`config.mk`:
```
export PLATFORM = sky130hd
export DESIGN_NAME = alu_issue_seq
export DESIGN_NICKNAME = d
export VERILOG_FILES = /design/src/rtl/alu_issue_seq.sv
export SDC_FILE = /design/constraint.sdc
export NUM_CORES = 1
export LEC_CHECK = 0
export BUFFER_PORTS_ARGS = -buffer_cell sky130_fd_sc_hd__buf_2
export CORE_MARGIN = 1.5
export CORE_UTILIZATION = 50
export CTS_CLUSTER_DIAMETER = 60
export DETAILED_ROUTE_END_ITERATION = 7
export PLACE_DENSITY = 0.79
export SETUP_SLACK_MARGIN = 0.3
export SYNTH_ARGS = -nofsm -noshare
export SYNTH_HDL_FRONTEND = slang
export SYNTH_SLANG_ARGS = --single-unit
export TNS_END_PERCENT = 100
```
`constraint.sdc`:
```
create_clock -name clk -period 2.4 [get_ports clk]
set_input_delay 0.12 -clock clk [delete_from_list [all_inputs] [get_ports clk]]
set_output_delay 0.12 -clock clk [all_outputs]
set_load 0.005 [all_outputs]
```
`src/rtl/alu_issue_seq.sv`:
```
// Issue/sequencing stage in front of a 32-bit ALU: registers a command, drives one or two
// ALU passes (64-bit ops as low then high with carry chaining), and returns the result.
module alu_issue_seq #(
    parameter bit WIDE_EN   = 1'b1,
    parameter bit ZERO_IDLE = 1'b1
) (
    input  logic        clk,
    input  logic        rst_n,
    input  logic        cmd_valid,
    output logic        cmd_ready,
    input  logic [2:0]  cmd_f,
    input  logic [1:0]  cmd_dir,
    input  logic [4:0]  cmd_bite,
    input  logic        cmd_ci,
    input  logic        cmd_wide,
    input  logic [63:0] cmd_a,
    input  logic [63:0] cmd_b,
    output logic [31:0] alu_a,
    output logic [31:0] alu_b,
    output logic        alu_ci,
    output logic [2:0]  alu_f,
    output logic [1:0]  alu_dir,
    output logic [4:0]  alu_bite,
    input  logic [31:0] alu_s,
    input  logic        alu_co,
    output logic        res_valid,
    input  logic        res_ready,
    output logic [63:0] res_s,
    output logic        res_co,
    output logic        busy
);

    localparam logic [1:0] ST_IDLE = 2'd0;
    localparam logic [1:0] ST_LO   = 2'd1;
    localparam logic [1:0] ST_HI   = 2'd2;
    localparam logic [1:0] ST_DONE = 2'd3;

    localparam logic [2:0] F_ADD   = 3'b001;
    localparam logic [2:0] F_SHIFT = 3'b010;
    localparam logic [2:0] F_TRUNC = 3'b011;

    logic [1:0]  state_q, state_d;
    logic        init_q;
    logic [2:0]  f_q, f_d;
    logic [1:0]  dir_q, dir_d;
    logic [4:0]  bite_q, bite_d;
    logic        ci_q, ci_d;
    logic        wide_q, wide_d;
    logic        carry_q, carry_d;
    logic [63:0] a_q, a_d;
    logic [63:0] b_q, b_d;
    logic [63:0] res_s_q, res_s_d;
    logic        res_co_q, res_co_d;
    logic        hold_ci_q, hold_ci_d;

    logic        in_pass;
    logic        sel_hi;
    logic        accept;
    logic [31:0] drv_a;
    logic [31:0] drv_b;
    logic        drv_ci;

    assign cmd_ready = (state_q == ST_IDLE) && init_q;
    assign accept    = cmd_valid && cmd_ready;
    assign in_pass   = (state_q == ST_LO) || (state_q == ST_HI);
    assign res_valid = (state_q == ST_DONE);
    assign busy      = (state_q != ST_IDLE);
    assign res_s     = res_s_q;
    assign res_co    = res_co_q;

    // Outside the passes the operand registers still hold the last command, so the half that
    // was driven last is recovered from wide_q; only the carry-in needs its own hold register.
    assign sel_hi = (state_q == ST_HI) || (!in_pass && wide_q);

    always_comb begin
        drv_a  = sel_hi ? a_q[63:32] : a_q[31:0];
        drv_b  = sel_hi ? b_q[63:32] : b_q[31:0];
        drv_ci = hold_ci_q;
        if (state_q == ST_LO) begin
            drv_ci = ci_q;
        end else if (state_q == ST_HI) begin
            drv_ci = (f_q == F_ADD) && carry_q;
        end
    end

    always_comb begin
        alu_a    = drv_a;
        alu_b    = drv_b;
        alu_ci   = drv_ci;
        alu_f    = f_q;
        alu_dir  = dir_q;
        alu_bite = bite_q;
        if (ZERO_IDLE && !in_pass) begin
            alu_a    = '0;
            alu_b    = '0;
            alu_ci   = 1'b0;
            alu_f    = '0;
            alu_dir  = '0;
            alu_bite = '0;
        end
    end

    always_comb begin
        state_d   = state_q;
        f_d       = f_q;
        dir_d     = dir_q;
        bite_d    = bite_q;
        ci_d      = ci_q;
        wide_d    = wide_q;
        carry_d   = carry_q;
        a_d       = a_q;
        b_d       = b_q;
        res_s_d   = res_s_q;
        res_co_d  = res_co_q;
        hold_ci_d = hold_ci_q;
        case (state_q)
            ST_IDLE: begin
                if (accept) begin
                    f_d     = cmd_f;
                    dir_d   = cmd_dir;
                    bite_d  = cmd_bite;
                    ci_d    = cmd_ci;
                    a_d     = cmd_a;
                    b_d     = cmd_b;
                    // Shift/truncate have no meaningful 64-bit form, so they stay single-pass.
                    wide_d  = cmd_wide && WIDE_EN && (cmd_f != F_SHIFT) && (cmd_f != F_TRUNC);
                    state_d = ST_LO;
                end
            end
            ST_LO: begin
                res_s_d[31:0] = alu_s;
                carry_d       = alu_co;
                hold_ci_d     = drv_ci;
                if (wide_q) begin
                    state_d = ST_HI;
                end else begin
                    res_s_d[63:32] = '0;
                    res_co_d       = (f_q == F_ADD) && alu_co;
                    state_d        = ST_DONE;
                end
            end
            ST_HI: begin
                res_s_d[63:32] = alu_s;
                carry_d        = alu_co;
                hold_ci_d      = drv_ci;
                res_co_d       = (f_q == F_ADD) && alu_co;
                state_d        = ST_DONE;
            end
            default: begin
                if (res_ready) begin
                    state_d = ST_IDLE;
                end
            end
        endcase
    end

    always_ff @(posedge clk or negedge rst_n) begin
        if (!rst_n) begin
            state_q   <= ST_IDLE;
            init_q    <= 1'b0;
            f_q       <= '0;
            dir_q     <= '0;
            bite_q    <= '0;
            ci_q      <= 1'b0;
            wide_q    <= 1'b0;
            carry_q   <= 1'b0;
            a_q       <= '0;
            b_q       <= '0;
            res_s_q   <= '0;
            res_co_q  <= 1'b0;
            hold_ci_q <= 1'b0;
        end else begin
            state_q   <= state_d;
            init_q    <= 1'b1;
            f_q       <= f_d;
            dir_q     <= dir_d;
            bite_q    <= bite_d;
            ci_q      <= ci_d;
            wide_q    <= wide_d;
            carry_q   <= carry_d;
            a_q       <= a_d;
            b_q       <= b_d;
            res_s_q   <= res_s_d;
            res_co_q  <= res_co_d;
            hold_ci_q <= hold_ci_d;
        end
    end

endmodule

```
# Word level (Yosys, flattened, before mapping)

Index checks and enable logic that the tools add are counted.
W data, S select, Z words.

Flip-flop bits (word level): 210
Output and inout port bits: 143

Eq/ne operators: 8
Multiplexer cells: 18
Reduce and logical (&&, ||, !) cells: 18

Operators by type and width:

| kind                 | number |
|---|---|
| $mux W32             | 5 |
| $pmux W32 S2         | 1 |
| $logic_and A1 B1 Y1  | 7 |
| $mux W2              | 3 |
| $ne A3 B2 Y1 const B | 2 |
| $pmux W2 S3          | 1 |
| $reduce_and A2 Y1    | 3 |
| $mux W1              | 5 |
| $mux W5              | 1 |
| $eq A2 B2 Y1 const B | 2 |
| $ne A2 B2 Y1 const B | 2 |
| $reduce_bool A2 Y1   | 2 |
| $reduce_bool A4 Y1   | 1 |
| $eq A3 B1 Y1 const B | 1 |
| $mux W3              | 1 |
| $eq A2 B1 Y1 const B | 1 |
| $logic_not A2 Y1     | 1 |
| $logic_or A1 B1 Y1   | 2 |
| $pmux W1 S2          | 1 |
| $reduce_or A2 Y1     | 1 |
| $logic_not A1 Y1     | 1 |

# Depth between registers and ports, before layout

Word-level depth: 7
Gate-level depth with buffers: 7
Gate-level depth less buffers: 5

# Worst setup path before layout

OpenSTA, ideal clock, no wires.

Path type: flip-flop to output port
Start point: register state_q[0]
End point: output alu_a[12]
Arrival time: 1.534 ns
Required time: 2.280 ns
Path slack: 0.746 ns
Stages on the path, launching flop included: 7
Path buffers: 2
Path through: dfrtp_1 -> inv_1 -> ha_1 -> inv_1 -> clkbuf_1 -> clkbuf_1 -> nor2_1

Word-level cells in the longest chain between the ends: 7
Elaborated cells on any way between the ends: 8
Those cells by class: 2 x eq/ne; 2 x mux; 4 x reduce/logical

RTL lines:

| item                                                | RTL line | RTL |
|---|---|---|
| start: declaration                                  | 42       | `logic [1:0] state_q, state_d;` |
| start signal: assignment                            | 173      | `state_q <= state_d;` |
| $eq A2 B1 Y1 / $eq A2 B2 Y1 (equally long branches) | 65       | `assign in_pass = (state_q == ST_LO) \|\| (state_q == ST_HI);` |
| $logic_or A1 B1 Y1 (*)                              | 65       |  |
| named net in_pass                                   | 56       | `logic in_pass;` |
| $logic_not A1 Y1                                    | --       |  |
| $logic_and A1 B1 Y1                                 | 73       | `assign sel_hi = (state_q == ST_HI) \|\| (!in_pass && wide_q);` |
| $logic_or A1 B1 Y1                                  | 73       |  |
| $mux W32                                            | 76       | `drv_a = sel_hi ? a_q[63:32] : a_q[31:0];` |
| $mux W32 (*)                                        | 93       | `if (ZERO_IDLE && !in_pass) begin` |
| end: declaration                                    | 18       | `output logic [31:0] alu_a,` |

Mark *: on every way through the listed nets, which the timed path passes. The rest lies on a longest branch.

# Worst setup path after layout

Start point: register state_q[0]
End point: output alu_a[8]

Word-level cells in the longest chain between the ends: 7
Elaborated cells on any way between the ends: 8
Those cells by class: 2 x eq/ne; 2 x mux; 4 x reduce/logical

RTL lines:

| item                                                | RTL line |
|---|---|
| $eq A2 B1 Y1 / $eq A2 B2 Y1 (equally long branches) | 65, 73 |
| $logic_or A1 B1 Y1                                  | 65 |
| $logic_not A1 Y1                                    | -- |
| $logic_and A1 B1 Y1                                 | 73 |
| $logic_or A1 B1 Y1                                  | 73 |
| $mux W32                                            | 76 |
| $mux W32 (*)                                        | 93 |

Mark *: on every way between the ends. The rest lies on a longest branch, timed or not.

==> out/metrics.yaml <==
run_status: "complete, no violations"
cp_max_fo: 19
wirelength_um: 26300
synth-seq-area-share: 0.589
synth-adder-area-share: 0.00701
yosysUniqueCellTypes: 25
rows: 48
setup_viol: 0
ir_drop_v: 0.000824
final_area_um2: 13500
drt-wirelength-per-cell_um: 19.1
grt-ovfl-total: 0
maxSlewHeadroom: 0.584
dr.pass1.iters: 4
die_y_um: 137
timing.hold.ws_ps: 110
core_um2: 17400
synth_compound_area_frac: 0.0401
grt_usage: 0.281
area_delta_synth_final_pct: 51.1
netlist.area_leader.share: 0.589
drc: 0
cts_tree: "done"
arrival_ps: 1940
required_ps: 2280
gp_congestion: 0.754
clockBufferDepth: 3
grt_antenna_before_repair: 1
root_buffer: "clkbuf_16"
multi_input_area_um2: 3450
yosys_warnings: 0
leakagePower_uw: 0.00660
start_util: 0.514
synthCells: 635
nets: 1318
regArea_um2: 5260
tns_ps: 0
die-area_um2: 18700
drv_slew: 0
num_vias: 7146
dp_hpwl_um: 15200
fillers: 981
cts_buffers: 22
finalCritPeriodShare: 0.859
placed_area_um2: 10800
power_density_nw_per_um2: 1330
max-cap-violations: 0
drive_gt1_frac: 0.432
yosysTopAreaCell: "dfrtp_1"
finalHoldViolations: 0
viasPerCell: 5.19
rsz0062_at_grt: "false"
port_buffers: 319
avgSynthCellArea_um2: 14.0
clk_latency_ps: 490
tightest_slew_ps: 624
htree_levels: 1
synth_top_family_by_area: "multiplexers"
critPathLaunchType: "flop"
synthXorXnorAreaFrac: 0
ant_nets: 0
clk_pin_slew_ps: 70
first_global_vias: 7934
drtIter0Drc: 257
synth_area_um2: 8920
fmax_mhz: 485
io_pins: 320
finalCriticalPeriod_ps: 2060
grt_max_degree: 73
synthSimpleGateAreaFrac: 0.0410
fin_skew_ps: 11.0
crit_path_end_kind: "output pin"
synth_area_leaders: "dfrtp_1, mux2_2, mux2_1, mux2i_1, a22o_1"
synth_nets: 817
ys_seq_elements: 210
hp-class: "in -> reg"
grt_pass1_wl_um: 40600
cts_sinks: 210
synthMuxAreaShare: 0.292
crit_type: "reg -> out"
die_w_um: 137
[stage by stage]
stage           util  total power, uW  setup WS [ps]  instances
4_1_cts        0.774            17600            302       1375
6_report       0.776            17900            337       1377
3_3_place_gp   0.621            13000            582       1154
5_1_grt        0.776            18900            297       1377
2_1_floorplan      -            10400            746        635
3_5_place_dp   0.621            13300            516       1154
[final timing paths]
check,start,to,slack [ps],depth (start not counted)
hold / removal,cmd_valid,state_q[1]$_DFFE_PN0P_,110,3
setup / recovery,state_q[0]$_DFFE_PN0P_,alu_a[8],340,6
hold reg to reg,a_q[25]$_DFFE_PN0P_,a_q[25]$_DFFE_PN0P_,490,1
min in group asynchronous,rst_n,b_q[47]$_DFFE_PN0P_,220,2
max in group asynchronous,rst_n,b_q[49]$_DFFE_PN0P_,1430,3
setup reg to reg,state_q[0]$_DFFE_PN0P_,res_s[45]$_DFFE_PN0P_,590,6
[routing by layer]
metal,vias to the layer above,share of wire,global-route usage
met4,0,0.041,0.128
met2,296,0.53,0.522
li1,3229,-,-
met3,83,0.065,0.0574
met5,-,0,0
met1,3538,0.36,0.304
[kinds of logic (layout without fill, tap and decap cells)]
kind of cell               after synthesis  after routing
muxes                                  238            238
DFF                                    210            210
and+or+nand+nor                         86             86
buffers and inverters                   49            565
AOI/OAI and AO/OA                       46             46
adders and majority gates                5              5
other                                    1              2
[flip-flops by register name, indices dropped and copies added (netlist names)]
| name | cells |
|---|---|
| a_q | 64 |
| res_s | 64 |
| ci_q | 1 |
| init_q | 1 |
| dir_q | 2 |
| state_q | 2 |
| f_q | 3 |
| hold_ci_q | 1 |
| b_q | 64 |
| bite_q | 5 |
| carry_q | 1 |
| wide_q | 1 |
| res_co | 1 |
[worst max-delay path: stages (launching register included)]
cell     delay [ps]
dfrtp_1         390
inv_2           110
ha_4            250
buf_12          210
mux2i_1         230
nor2_1           80
buf_2           140
[power breakdown]
part | switching (uW) | leakage (uW) | internal [uW] | total (uW)
combinational | 3800 | 0.00369 | 4110 | 7910
clock | 1410 | 0.000381 | 2260 | 3670
sequential | 989 | 0.00254 | 5310 | 6300
[cells in the mapped netlist (all sizes together)]
cell type / n
nor3b: 1
o311ai: 1
a22o: 32
clkbuf: 9
buf: 32
nand2: 4
conb: 1
a31oi: 1
nor2: 66
dfrtp: 210
ha: 5
inv: 8
mux2i: 65
mux2: 173
nand2b: 1
nand3: 3
a21boi: 1
a21oi: 3
and2: 11
o21ai: 8
[final cells by class]
cell class | instances | share of cell area
clock buffers | 32 | 0.0497
repair buffers | 518 | 0.272
well taps | 225 | 0.0209
multi-input cells | 376 | 0.256
diodes | 1 | 0.000186
clock inverters | 7 | 0.00882
flip-flops and latches | 210 | 0.390
inverters | 8 | 0.00241
[what timing repair did]
item | in CTS | in global routing
gates resized for setup | 10 | 9
hold endpoints to repair | 273 | 0
pin swaps | 2 | 2
gates cloned | 1 | 0
setup buffers | 5 | 1
hold buffers | 176 | 0
endpoints found under the setup margin | 65 | 48
[cell usage in the layout, fill, tap and decap left out, types with 3 or more instances in the layout]
cell / synthesis / routed
bufinv_16: 0 / 3
o21ai_0: 8 / 8
mux2_2: 106 / 106
buf_4: 2 / 12
dlygate4sd3_1: 0 / 176
a22o_1: 32 / 32
clkbuf_8: 0 / 7
inv_1: 8 / 5
clkbuf_1: 9 / 3
buf_2: 23 / 318
buf_12: 0 / 8
clkbuf_16: 0 / 23
nand2_1: 4 / 4
nor2_1: 66 / 66
dfrtp_1: 210 / 210
a21oi_2: 0 / 3
mux2i_1: 65 / 63
and2_1: 11 / 11
mux2_1: 66 / 66
No activity file was read; power rests on OpenSTA's default activity.
